==> src/rtl/lsu_mem_ctrl.sv <==
// lsu_mem_ctrl: single-outstanding load/store unit with subword read-modify-write and access checks
module lsu_mem_ctrl #(
    parameter int MEM_WORDS = 8192
) (
    input  logic        clk,
    input  logic        rst,
    input  logic        req_valid_i,
    output logic        req_ready_o,
    input  logic        req_we_i,
    input  logic [2:0]  req_funct3_i,
    input  logic [31:0] req_addr_i,
    input  logic [31:0] req_wdata_i,
    output logic        resp_valid_o,
    output logic        resp_err_o,
    output logic [31:0] resp_rdata_o,
    output logic [31:0] mem_addr_o,
    output logic [31:0] mem_wdata_o,
    output logic        mem_w_en_o,
    input  logic [31:0] mem_rdata_i
);
    typedef enum logic [2:0] {IDLE, LOAD, STORE_W, RMW_RD, RMW_WR, RESP} state_t;
    localparam logic [29:0] LIMIT = 30'(MEM_WORDS);
    state_t      state_q, state_d;
    logic [31:0] addr_q, wdata_q, word_q, rdata_q;
    logic [2:0]  funct3_q;
    logic        err_q;
    logic        illegal, misaligned, out_of_range, req_err, accept;
    logic [15:0] lane;
    logic [31:0] mask, merged, ext;
    logic [4:0]  sh;

    always_comb begin
        illegal = req_we_i ? (req_funct3_i[2] || req_funct3_i[1:0] == 2'b11)
                           : (req_funct3_i[1:0] == 2'b11 || req_funct3_i == 3'b110);
        misaligned = (req_funct3_i[0] && req_addr_i[0]) || (req_funct3_i[1] && req_addr_i[1:0] != 2'b00);
        out_of_range = req_addr_i[31:2] >= LIMIT;
        req_err = illegal || misaligned || out_of_range;
        accept = req_valid_i && state_q == IDLE;
        sh = {addr_q[1:0], 3'b000};
        lane = 16'(mem_rdata_i >> sh);
        ext = funct3_q[1] ? mem_rdata_i
            : funct3_q[0] ? {{16{lane[15] & ~funct3_q[2]}}, lane}
            : {{24{lane[7] & ~funct3_q[2]}}, lane[7:0]};
        mask = funct3_q[0] ? 32'h0000_FFFF : 32'h0000_00FF;
        merged = (word_q & ~(mask << sh)) | ((wdata_q & mask) << sh);
    end

    always_comb begin
        state_d = state_q;
        unique case (state_q)
            IDLE:    state_d = !accept ? IDLE : req_err ? RESP : !req_we_i ? LOAD
                             : req_funct3_i == 3'b010 ? STORE_W : RMW_RD;
            LOAD:    state_d = RESP;
            STORE_W: state_d = RESP;
            RMW_RD:  state_d = RMW_WR;
            RMW_WR:  state_d = RESP;
            RESP:    state_d = IDLE;
            default: state_d = IDLE;
        endcase
    end

    always_ff @(posedge clk) begin
        if (rst) begin
            state_q  <= IDLE;
            addr_q   <= '0;
            wdata_q  <= '0;
            funct3_q <= '0;
            word_q   <= '0;
            err_q    <= 1'b0;
            rdata_q  <= '0;
        end else begin
            state_q <= state_d;
            if (accept) begin
                addr_q   <= req_addr_i;
                funct3_q <= req_funct3_i;
                wdata_q  <= req_wdata_i;
            end
            if (state_q == RMW_RD) word_q <= mem_rdata_i;
            if (state_d == RESP) begin
                err_q   <= state_q == IDLE;
                rdata_q <= state_q == LOAD ? ext : '0;
            end
        end
    end

    assign req_ready_o  = state_q == IDLE;
    assign resp_valid_o = state_q == RESP;
    assign resp_err_o   = err_q;
    assign resp_rdata_o = rdata_q;
    assign mem_addr_o   = {2'b00, addr_q[31:2]};
    assign mem_w_en_o   = state_q == STORE_W || state_q == RMW_WR;
    assign mem_wdata_o  = state_q == STORE_W ? wdata_q : state_q == RMW_WR ? merged : '0;
endmodule
==> config.mk <==
export PLATFORM = sky130hd
export DESIGN_NAME = lsu_mem_ctrl
export DESIGN_NICKNAME = d
export VERILOG_FILES = /design/src/rtl/lsu_mem_ctrl.sv
export SDC_FILE = /design/constraint.sdc
export NUM_CORES = 1
export LEC_CHECK = 0
export ABC_AREA = 1
export CORE_MARGIN = 5
export CORE_UTILIZATION = 35
export CTS_BUF_LIST = sky130_fd_sc_hd__clkbuf_2 sky130_fd_sc_hd__clkbuf_4 sky130_fd_sc_hd__clkbuf_8
export DETAILED_ROUTE_END_ITERATION = 7
export GPL_TIMING_DRIVEN = 1
export PLACE_DENSITY = 0.67
export SLEW_MARGIN = 20
export SYNTH_ARGS = -nofsm -noshare
export SYNTH_HDL_FRONTEND = slang
export SYNTH_SLANG_ARGS = --single-unit
==> constraint.sdc <==
create_clock -name clk -period 4.8 [get_ports clk]
set_clock_uncertainty 0.1 [all_clocks]
set_input_delay 0.48 -clock clk [delete_from_list [all_inputs] [get_ports clk]]
set_output_delay 0.48 -clock clk [all_outputs]
set_load 0.03 [all_outputs]
Word level (Yosys, flattened, before mapping) --
Index checks and enable logic that the tools add are counted.
Word-level totals: output and inout port bits 100, bits of input ports 103, flip-flop bits (word level) 135
Cells by class: bitwise logic cells 7, magnitude comparators 1, mux-type cells 12, equality and inequality tests 9, shift operators 3, reductions and logical operators 12
Operator list (number):
- two-way mux 32 bit | 5
- bitwise AND 32 x 16 -> 32 bit | 1
- bitwise AND 32 bit | 1
- inverter 32 bit | 1
- bitwise OR 32 bit | 1
- << shifter 16 x 5 -> 32 bit | 1
- << shifter 32 x 5 -> 32 bit | 1
- right shift 32 x 5 -> 16 bit | 1
- >= comparator 30 x 14 -> 1 bit (second input constant) | 1
- two-way mux 16 bit | 1
- equality test 3 bit (second input constant) | 4
- equality test 3 x 2 -> 1 bit (second input constant) | 3
- case mux 3 bit (3 select lines) | 1
- logical OR 1 bit | 6
- two-way mux 3 bit | 2
- equality test 3 x 1 -> 1 bit (second input constant) | 1
- logical AND 1 bit | 3
- zero test 3 bit | 1
- OR reduction 3 bit | 1
- bitwise AND 1 bit | 2
- equality test 2 bit (second input constant) | 1
- two-way mux 1 bit | 2
- two-way mux 2 bit | 1
- nonzero test 2 bit | 1
- inverter 1 bit | 1

Depth between registers and ports, before layout --
Gate-level depths: netlist (run 1).
depth in word-level cells 9, mapped depth 13

Worst setup path before layout (run 1) --
OpenSTA, ideal clock, no wires.
kind reg-to-output, start register addr_q[1], end output mem_wdata_o[24], buffers on the path 2, slack 2661 ps, stages on the path, launching flop included 8, arrival 1559 ps, required time 4220 ps, cells stage by stage dfxtp_1 > buf_4 > inv_2 > clkbuf_1 > a21oi_1 > o22ai_1 > nand2_1 > o21ai_0
On the way: word-level cells in the longest chain between the ends 6, elaborated cells between the ends (all ways) 7, those cells by class shift (2); mux (2); bitwise (3)
RTL lines:
- start, declared | RTL line 24 | logic [31:0] addr_q, wdata_q, word_q, rdata_q;
- start signal, assigned | RTL line 74 | addr_q <= req_addr_i;
- << shifter 16 x 5 -> 32 bit | RTL line 45 | merged = (word_q & ~(mask << sh)) | ((wdata_q & mask) << sh);
- inverter 32 bit | RTL line 45
- bitwise AND 32 bit | RTL line 45
- bitwise OR 32 bit * | RTL line 45
- two-way mux 32 bit * (2 in series) | RTL line 92 | assign mem_wdata_o = state_q == STORE_W ? wdata_q : state_q == RMW_WR ? merged : '0;
- end, declared | RTL line 17 | output logic [31:0] mem_wdata_o,
Every way passes the cells marked *; elsewhere a longest branch is shown, timed or not.

Worst setup path after layout (run 1) --
start register addr_q[0], end output mem_wdata_o[9]
Same word-level chain as after synthesis.

==> results.md, run 1 <==
- Final worst-path cycle share: around three quarters
- Routed met1 length: roughly 10 mm
- Routability cong.: between 0.8 and 0.9
- Aggregate global routing overflow: 0
- Port bufs: 200
- Die W: approximately 150 µm
- Wire per inst: around 16 µm
- Period minus WS final: 3.64 ns
- Max-cap violation count: 0
- Largest net degree at the start of global routing: roughly 110
- Post-CTS Hold Fix Bufs: 0
- Final Util: 46.9%
- Crit Reg-Reg Endpoint: resp_rdata_o[7]$_SDFFE_PP0N_
- Bufs on Longest Clock Path: 2
- Commonest cells after routing, fill and taps aside: nand2_1, clkdlybuf4s50_1, a21oi_1, o21ai_0, dfxtp_1
- Clock-pin slew on the worst setup and hold paths: 0.08 ns
- Layout cell share with drive strength beyond 1: under 10%
- Residual DRC: 0
- Worst EP required: between 4 and 5 ns
- Synth Area in XOR/XNOR: 0%
- Dpl cells: roughly 1400
- # IOs: between 200 and 250
- Hold Crit Depth: 2
- FF-to-FF path depth: 9
- Worst Setup SP: addr_q[0]$_SDFFE_PP0P_
- RSZ-0062 raised after global routing: no
- Synth area leaders: dfxtp_1, a21oi_1, nand2_1, o21ai_0, inv_1
- Worst min path class: reg2reg
- Synth Cell Area: a little under 7000 µm²
- Worst Path Max Fanout: 37
- Antenna Cells: 0
- Register area: 2700 µm²
- Register area share after synthesis: around 40%
- Design Power: 3.76 mW
- Post-Synth Simple-Gate Area: a little over 20%
- Number of synthesized register bits: between 100 and 150
- Worst path cell trace: buf_4 -> inv_2 -> a21oi_1 -> o22ai_1 -> nand2_1 -> o21ai_0 -> clkdlybuf4s50_1
- Post-synth top area share: roughly two fifths
- Max Slew Vio Count: 0
- Post-CTS setup buffer count: 0
- Fin cells: ~1400
- Initial antenna violation count: 2
- Slowest-stage cell, CP: clkdlybuf4s50_1
- R2r startpoint: state_q[2]$_SDFF_PP0_
- WP data arrival: 3.06 ns
- TritonCTS clock tree: done
- Min-delay src: wdata_q[23]$_SDFFE_PP0P_
- Vias in the first global route: between 6000 and 7000
- Leak: 3.46 nW
- Clock Sinks: around 140
- Startpoint Class: flop
- Yosys warning count: 0
- Setup_tns: 0 ns
- Setup violators final: 0
- Clk_lat worst skew: 0.46 ns
- Most common cell after layout, fill and taps aside: nand2_1
- First-pass GRT wire length: around 36 mm
- Pwr dens: 414 nW/µm²
- Pre-Repair DR Iteration Count: 6
- Final Hold Fails: 0
- Die Ht: between 100 and 150 µm
- Area grow syn2layout: 33.2%
- Met3 WL: between 2 and 2.5 mm
- Netlist cell types: 28
- Via count: between 7000 and 8000
- Routed wl met2: 10.0 mm
- GRT Overall Usage: between 20 and 25%
- Relative slew slack: between 20% and 30%
- Via density: a little over 5
- Crit. End Element: output pin
- Synth Area in Compound Gates: a little over a quarter
- Slew @ Worst Pin: approximately 1.1 ns
- Nets: ~1200
- Initial Util: between 30% and 40%
- FMAX: around 0.28 GHz
- DIE AREA: 22400 µm²
- PostCTS Resize Cnt: 0
- VDD IR max: 0.000238 V
- Root Buffer: clkbuf_8
- Largest family of logic cells by synthesized area: compound AO/OA/AOI/OAI gates
- Hold endpoint: wdata_q[23]$_SDFFE_PP0P_
- Multi-input logic area: between 3000 and 4000 µm²
- Flop2flop setup slack: about 1.8 ns
- DR iter-0 viols: between 700 and 800
- Post-synthesis mux area share: 0%
- Critical path class: reg2out
- Row cnt: 51
- Top sig layer: met5
- Area share of fa/ha/maj cells after synthesis: 0%
- CP top delay family: buffers and inverters
- Worst Path Buf+Inv: 3
- Status: complete, no violations
- Routed WL: around 23 mm
- H-Tree Depth: 4
- Synth area leader: dfxtp_1
- TritonCTS buffer count: 17
- Crit-path max cell delay: between 0.6 and 0.7 ns
- Mean Syn Cell Area: 6.65 µm²
- Synth Instances: slightly above 1000
- Core region area: approximately 19000 µm²
- HPWL after DPL: roughly 17 mm
- Fillers: around 2000
- Antenna viol nets, final: 0
-- synthesized netlist by cell type --
| library cell | n |
|---|---|
| a21oi_1 | 165 |
| nand2_2 | 3 |
| buf_1 | 9 |
| o221ai_1 | 7 |
| buf_2 | 20 |
| nor4_1 | 1 |
| o21ai_4 | 1 |
| inv_1 | 87 |
| nand3_2 | 1 |
| o21ai_1 | 1 |
| nor3_2 | 2 |
| nand2_1 | 213 |
| conb_1 | 1 |
| clkinv_1 | 1 |
| buf_4 | 33 |
| nand3_1 | 36 |
| buf_6 | 1 |
| dfxtp_1 | 135 |
| o22ai_1 | 28 |
| or2_0 | 1 |
| inv_2 | 6 |
| nor3_1 | 9 |
| o21ai_0 | 135 |
| nand2_4 | 1 |
| clkbuf_1 | 42 |
| nand4_1 | 1 |
| o211ai_1 | 7 |
| nor2_1 | 77 |
-- routing by layer --
layer,up-vias,track usage (%)
li1,3591,-
met1,3271,27.5
met2,294,30.7
met3,45,7.09
met4,4,5.95
met5,-,0
-- cell type report --
| type | instances | share of cell area [%] |
|---|---|---|
| Clock buffer | 17 | 2.58 |
| Timing Repair Buffer | 207 | 22.6 |
| Clock inverter | 15 | 1.86 |
| Tap cell | 265 | 3.65 |
| Sequential cell | 135 | 29.8 |
| Inverter | 94 | 3.89 |
| Multi-Input combinational cell | 691 | 35.6 |
-- how the worst max path moves through the flow --
stage,slack [ns],to,cells after the start
after floorplan,2.66,mem_wdata_o[24],7
after global placement,1.74,resp_rdata_o[7]$_SDFFE_PP0N_,8
after detailed placement,1.66,resp_rdata_o[7]$_SDFFE_PP0N_,9
after CTS,1.20,mem_wdata_o[9],7
after global routing,0.96,mem_wdata_o[9],7
final,1.16,mem_wdata_o[9],7
-- registers in the layout, indices dropped and copies added, names as in the netlist --
register	cells
wdata_q	32
addr_q	32
state_q	3
resp_err_o	1
funct3_q	3
word_q	32
resp_rdata_o	32
-- worst min-delay path, stage by stage, from the launching register on --
cell,delay [ns]
dfxtp_1,0.30
inv_1,0.05
a21oi_1,0.05
-- cell families (layout without fill, tap and decap cells) --
kind of cell,count (synthesis),in the layout
simple gates,345,345
other cells,1,2
buf+inv,199,333
flops,135,135
compound gates,344,344
-- per-stage QoR --
step / area (µm²) / hold slack [ns] / setup WS [ns]
floorplan: 6820 / 0.325 / 2.66
global placement: 8670 / 0.335 / 1.74
detailed placement: 8670 / 0.342 / 1.66
CTS: 9070 / 0.355 / 1.20
global route: 9070 / 0.371 / 0.963
finish: 9070 / 0.351 / 1.16
-- power breakdown --
group / internal (mW) / leakage [nW] / switching, mW / total, mW
Sequential: 1.27 / 1.11 / 0.0914 / 1.36
Combinational: 0.513 / 2.16 / 0.907 / 1.42
Clock: 0.472 / 0.191 / 0.501 / 0.973
No activity file was read; power rests on OpenSTA's default activity.
==> inputs of run 2 (changes only) <==
==> constraint.sdc (replaced) <==
create_clock -name clk -period 3.56 [get_ports clk]
set_clock_uncertainty 0.1 [all_clocks]
set_input_delay 0.356 -clock clk [delete_from_list [all_inputs] [get_ports clk]]
set_output_delay 0.356 -clock clk [all_outputs]
set_load 0.03 [all_outputs]
==> results.md, run 2 (synthesized netlist as in run 1, its figures left out) <==
- Crit-path max cell delay: 0.65 ns (was 0.66 ns)
- Die Ht: 150 µm (unchanged)
- Worst min path class: reg2reg (unchanged)
- Hold endpoint: resp_err_o$_SDFFE_PP0N_ (was wdata_q[23]$_SDFFE_PP0P_)
- TritonCTS clock tree: done (unchanged)
- DIE AREA: 22400 µm² (unchanged)
- Setup_tns: 0 ns (unchanged)
- FF-to-FF path depth: 10 (was 9)
- Max Slew Vio Count: 0 (unchanged)
- Fin area: 9100 µm² (was 9070 µm²)
- Min-delay src: resp_err_o$_SDFFE_PP0N_ (was wdata_q[23]$_SDFFE_PP0P_)
- Slew @ Worst Pin: 0.999 ns (was 1.08 ns)
- Routed WL: 23.6 mm (was 23.2 mm)
- Relative slew slack: 33.3% (was 27.5%)
- Clk_lat worst skew: 0.45 ns (was 0.46 ns)
- Nets: 1256 (was 1249)
- Period minus WS final: around 3.3 ns
- Worst Path Buf+Inv: 2 (was 3)
- Port bufs: 200 (unchanged)
- Via count: 7190 (was 7205)
- Area grow syn2layout: 33.5% (was 33.2%)
- RSZ-0062 raised after global routing: no (unchanged)
- Post-CTS Hold Fix Bufs: 0 (unchanged)
- Largest net degree at the start of global routing: 105 (unchanged)
- Seq pwr share: 36.6% (was 36.3%)
- Max-cap violation count: 0 (unchanged)
- Antenna Cells: 0 (unchanged)
- Pre-Repair DR Iteration Count: 6 (unchanged)
- Combinational power share: 38.8% (was 37.8%)
- Initial Util: 35.2% (unchanged)
- Vias in the first global route: 6695 (was 6740)
- Residual DRC: 0 (unchanged)
- Final Hold Fails: 0 (unchanged)
- Clock-pin slew on the worst setup and hold paths: 0.08 ns (about the same)
- Critical path class: reg2out (unchanged)
- Row cnt: 51 (unchanged)
- H-Tree Depth: 4 (unchanged)
- Switching share of power: 40.0% (was 39.9%)
- Design Power: 5.01 mW (was 3.76 mW)
- Initial antenna violation count: 2 (unchanged)
- FMAX: approximately 0.3 GHz
- Antenna viol nets, final: 0 (unchanged)
- First-pass GRT wire length: 36.7 mm (was 35.8 mm)
- Worst EP required: 3.10 ns (was 4.22 ns)
- Crit Reg-Reg Endpoint: resp_rdata_o[7]$_SDFFE_PP0N_ (unchanged)
- Most common cell after layout, fill and taps aside: nand2_1 (unchanged)
- P_int: 3.01 mW (was 2.26 mW)
- Register area: 2700 µm² (unchanged)
- Core region area: 19300 µm² (unchanged)
- PostCTS Resize Cnt: 0 (unchanged)
- Hold Crit Depth: 2 (unchanged)
- Fillers: 2038 (was 2025)
- Pwr dens: 551 nW/µm² (was 414 nW/µm²)
- Multi-input logic area: 3230 µm² (about the same)
- GRT Overall Usage: 20.9% (was 20.3%)
- Layout cell share with drive strength beyond 1: 5.32% (was 4.75%)
- Worst path cell trace: buf_4 -> nand2_1 -> a21oi_1 -> o21ai_0 -> nand2_1 -> o21ai_0 -> clkdlybuf4s50_1 (was buf_4 -> inv_2 -> a21oi_1 -> o22ai_1 -> nand2_1 -> o21ai_0 -> clkdlybuf4s50_1)
- Post-CTS setup buffer count: 0 (unchanged)
- DR iter-0 viols: 730 (was 740)
- TritonCTS buffer count: 17 (unchanged)
- Levels on crit path: 7 (unchanged)
- Via density: 5.02 (was 5.06)
- Leak: 3.47 nW (was 3.46 nW)
- Bufs on Longest Clock Path: 2 (unchanged)
- Crit. End Element: output pin (unchanged)
- Flop2flop setup slack: 0.98 ns (was 1.75 ns)
- Clock power share: 24.7% (was 25.9%)
- WP data arrival: 2.87 ns (was 3.06 ns)
- VDD IR max: 0.000283 V (was 0.000238 V)
- Status: complete, no violations (unchanged)
- Slowest-stage cell, CP: clkdlybuf4s50_1 (unchanged)
- Final worst-path cycle share: between 90 and 100%
- Wire per inst: 16.5 µm (was 16.3 µm)
- Routability cong.: 0.898 (was 0.894)
- Die W: 150 µm (unchanged)
- Aggregate global routing overflow: 0 (unchanged)
- Reported net switching power: 2.01 mW (was 1.50 mW)
- Clock Sinks: 135 (unchanged)
- HPWL after DPL: 17.2 mm (was 16.8 mm)
- # IOs: 203 (unchanged)
- Setup violators final: 0 (unchanged)
- Final Util: 47.1% (was 46.9%)
- R2r startpoint: state_q[2]$_SDFF_PP0_ (unchanged)
- Post-DP Area: 8720 µm² (was 8670 µm²)
- Startpoint Class: flop (unchanged)
- Commonest cells after routing, fill and taps aside: nand2_1, clkdlybuf4s50_1, a21oi_1, o21ai_0, dfxtp_1 (unchanged)
- Worst Path Max Fanout: 10 (was 37)
- CP top delay family: buffers and inverters (unchanged)
- Root Buffer: clkbuf_8 (unchanged)
==> run 2: final cells by class <==
| type | count | share of cell area, % |
|---|---|---|
| clock inverter | 13 | 1.36 |
| timing repair buffer | 214 | 23.2 |
| clock buffer | 19 | 2.81 |
| inverter | 94 | 3.88 |
| tap | 265 | 3.64 |
| multi-input combinational | 691 | 35.5 |
| sequential | 135 | 29.7 |
==> run 2: worst min-delay path, delay by kind of cell (launching register included) <==
kind / cells / cell delay (ns)
AO/OA/AOI/OAI: 1 / 0.05
buffers and inverters: 1 / 0.05
flip-flops: 1 / 0.31
==> run 2: worst max-delay path by stage <==
| stage | from | end | slack, ns |
|---|---|---|---|
| 6_report | funct3_q[0]$_SDFFE_PP0P_ | mem_wdata_o[23] | 0.23 |
| 5_1_grt | funct3_q[0]$_SDFFE_PP0P_ | mem_wdata_o[23] | 0.06 |
| 4_1_cts | funct3_q[0]$_SDFFE_PP0P_ | mem_wdata_o[9] | 0.24 |
| 3_5_place_dp | funct3_q[0]$_SDFFE_PP0P_ | mem_wdata_o[23] | 0.76 |
| 3_3_place_gp | state_q[0]$_SDFF_PP0_ | mem_wdata_o[5] | 0.76 |
| 2_1_floorplan | addr_q[1]$_SDFFE_PP0P_ | mem_wdata_o[24] | 1.55 |
==> run 2: power groups by stage <==
stage	Sequential, mW	Clock (mW)	Combinational [mW]
detailed placement	1.87	0	1.94
CTS	1.84	1.28	1.95
global route	1.86	1.34	2.14
global placement	1.87	0	1.94
finish	1.83	1.24	1.94
floorplan	2.05	0	1.12
==> run 2: metrics by stage <==
step                      setup WS [ns]  cells  hold WS (ns)
after floorplan                    1.55   1025         0.325
after global placement            0.757   1399         0.336
final                             0.234   1431         0.347
after CTS                         0.238   1431         0.313
after global routing             0.0592   1431         0.337
after detailed placement          0.755   1399         0.343
==> run 2: routing by layer <==
layer | vias to the layer above | track usage [%] | routed length, µm
met2 | 318 | 30.2 | 10000
met3 | 40 | 6.69 | 2120
met4 | 4 | 6.59 | 512
met1 | 3218 | 29.6 | 10900
li1 | 3610 | - | -
met5 | - | 0 | 36
==> inputs of run 3 (changes only) <==
--- a/config.mk
+++ b/config.mk
@@ -12,6 +12,7 @@
 export DETAILED_ROUTE_END_ITERATION = 7
 export GPL_TIMING_DRIVEN = 1
 export PLACE_DENSITY = 0.67
+export RECOVER_POWER = 100
 export SLEW_MARGIN = 20
 export SYNTH_ARGS = -nofsm -noshare
 export SYNTH_HDL_FRONTEND = slang
==> results.md, run 3 (synthesized netlist as in run 1, its figures left out) <==
- Vias in the first global route: 6695 (unchanged)
- Worst path cell trace: inv_1 -> a21oi_1 -> o22ai_1 -> nand2_1 -> o21ai_0 -> dlygate4sd3_1 (was buf_4 -> nand2_1 -> a21oi_1 -> o21ai_0 -> nand2_1 -> o21ai_0 -> clkdlybuf4s50_1)
- Aggregate global routing overflow: 0 (unchanged)
- Failing checks: capacitance limit, slew limit
- Wire per inst: 16.6 µm (was 16.5 µm)
- TritonCTS buffer count: 17 (unchanged)
- Final Hold Fails: 0 (unchanged)
- GRT Overall Usage: 20.9% (unchanged)
- Root Buffer: clkbuf_8 (unchanged)
- Slew @ Worst Pin: 2.04 ns (was 0.999 ns)
- VDD IR max: 0.000277 V (was 0.000283 V)
- TritonCTS clock tree: done (unchanged)
- Die W: 150 µm (unchanged)
- Via density: 5.03 (was 5.02)
- Post-CTS Hold Fix Bufs: 0 (unchanged)
- Period minus WS final: 3.30 ns (was 3.33 ns)
- Antenna viol nets, final: 0 (unchanged)
- Most common cell after layout, fill and taps aside: nand2_1 (unchanged)
- Worst Setup SP: funct3_q[0]$_SDFFE_PP0P_ (unchanged)
- HPWL after DPL: 17.2 mm (unchanged)
- Relative slew slack: -36.3% (was 33.3%)
- FMAX: 0.303 GHz (was 0.301 GHz)
- First-pass GRT wire length: 36.7 mm (unchanged)
- Row cnt: 51 (unchanged)
- Startpoint Class: flop (unchanged)
- Initial Util: 35.2% (unchanged)
- Core region area: 19300 µm² (unchanged)
- Worst Path Max Fanout: 10 (unchanged)
- Clock-pin slew on the worst setup and hold paths: 0.08 ns (about the same)
- Clk_lat worst skew: 0.45 ns (about the same)
- Residual DRC: 0 (unchanged)
- Die Ht: 150 µm (unchanged)
- DIE AREA: 22400 µm² (unchanged)
- Worst min path class: reg2reg (unchanged)
- Clock Sinks: 135 (unchanged)
- Min-delay src: resp_err_o$_SDFFE_PP0N_ (unchanged)
- Crit-path max cell delay: 0.73 ns (was 0.65 ns)
- DR iter-0 viols: 670 (was 730)
- Fillers: 2041 (was 2038)
- Area grow syn2layout: 33.2% (was 33.5%)
- Routed WL: 23.7 mm (was 23.6 mm)
- Slowest-stage cell, CP: dlygate4sd3_1 (was clkdlybuf4s50_1)
- Max Slew Vio Count: 154 (was 0)
- Pwr dens: 546 nW/µm² (was 551 nW/µm²)
- Post-CTS setup buffer count: 0 (unchanged)
- Setup violators final: 0 (unchanged)
- Critical path class: reg2out (unchanged)
- WP data arrival: 2.85 ns (was 2.87 ns)
- CP top delay family: buffers and inverters (unchanged)
- R2r startpoint: state_q[0]$_SDFF_PP0_ (was state_q[2]$_SDFF_PP0_)
- Setup_tns: 0 ns (unchanged)
- PostCTS Resize Cnt: 0 (unchanged)
- Routability cong.: 0.898 (unchanged)
- Worst Path Buf+Inv: 2 (unchanged)
- H-Tree Depth: 4 (unchanged)
- Nets: 1256 (unchanged)
- Dpl cells: 1399 (unchanged)
- Status: finished, violations left (was complete, no violations)
- RSZ-0062 raised after global routing: no (unchanged)
- # IOs: 203 (unchanged)
- Final worst-path cycle share: 92.8% (was 93.4%)
- Crit. End Element: output pin (unchanged)
- Port bufs: 200 (unchanged)
- Bufs on Longest Clock Path: 2 (unchanged)
- Initial antenna violation count: 2 (unchanged)
- Commonest cells after routing, fill and taps aside: nand2_1, a21oi_1, o21ai_0, dfxtp_1, clkdlybuf4s50_1 (was nand2_1, clkdlybuf4s50_1, a21oi_1, o21ai_0, dfxtp_1)
- Antenna Cells: 0 (unchanged)
- Via count: 7193 (was 7190)
- Largest net degree at the start of global routing: 105 (unchanged)
- Max-cap violation count: 2 (was 0)
- Pre-Repair DR Iteration Count: 5 (was 6)
- Fin cells: 1431 (unchanged)
- Worst EP required: 3.10 ns (about the same)
- Leak: 3.72 nW (was 3.47 nW)
- Layout cell share with drive strength beyond 1: 5.06% (was 5.32%)
[run 3: report_power, final]
part / total [mW] / internal (mW) / switching, mW
Combinational: 1.89 / 0.652 / 1.23
Sequential: 1.83 / 1.72 / 0.109
Clock: 1.24 / 0.584 / 0.657
Total: 4.95 / 2.95 / 2.00
[run 3: per-layer routing]
| layer | track usage, % | part of all wire [%] | up-vias |
|---|---|---|---|
| li1 | - | - | 3614 |
| met1 | 29.6 | 46 | 3237 |
| met2 | 30.2 | 43 | 300 |
| met3 | 6.69 | 9.4 | 38 |
| met4 | 6.59 | 1.9 | 4 |
| met5 | 0 | 0.15 | - |
[run 3: final cells by class]
class                           count  area, µm²  share of cell area (%)
Clock buffer                       19        255                    2.81
Tap cell                          265        332                    3.65
Clock inverter                     13        124                    1.36
Inverter                           94        353                    3.89
Sequential cell                   135       2700                    29.8
Timing Repair Buffer              214       2100                    23.1
Multi-Input combinational cell    691       3210                    35.4
[run 3: worst paths after layout]
path	cells after the start	slack [ns]	end
setup / recovery	6	0.26	mem_wdata_o[13]
hold / removal	2	0.34	resp_err_o$_SDFFE_PP0N_
setup reg to reg	5	0.74	funct3_q[0]$_SDFFE_PP0P_
hold reg to reg	2	0.34	resp_err_o$_SDFFE_PP0N_
[run 3: metrics by stage]
stage               util [%]  setup WS, ns  hold WS (ns)  total power, mW  area (µm²)
finish                  46.9         0.255         0.345             4.95        9080
CTS                     47.1         0.238         0.313             5.06        9100
global placement        45.1         0.757         0.336             3.80        8720
global route            46.9        0.0331         0.337             5.28        9080
floorplan                  -          1.55         0.325             3.17        6820
detailed placement      45.1         0.755         0.343             3.81        8720
[run 3: worst reg2reg max path, cell delays in order (launching register included)]
cell and delay [ns]:
dfxtp_1 0.37, nor3_1 0.41, nand2_4 0.07, clkbuf_2 0.98
o21ai_0 0.65, a21oi_1 0.07
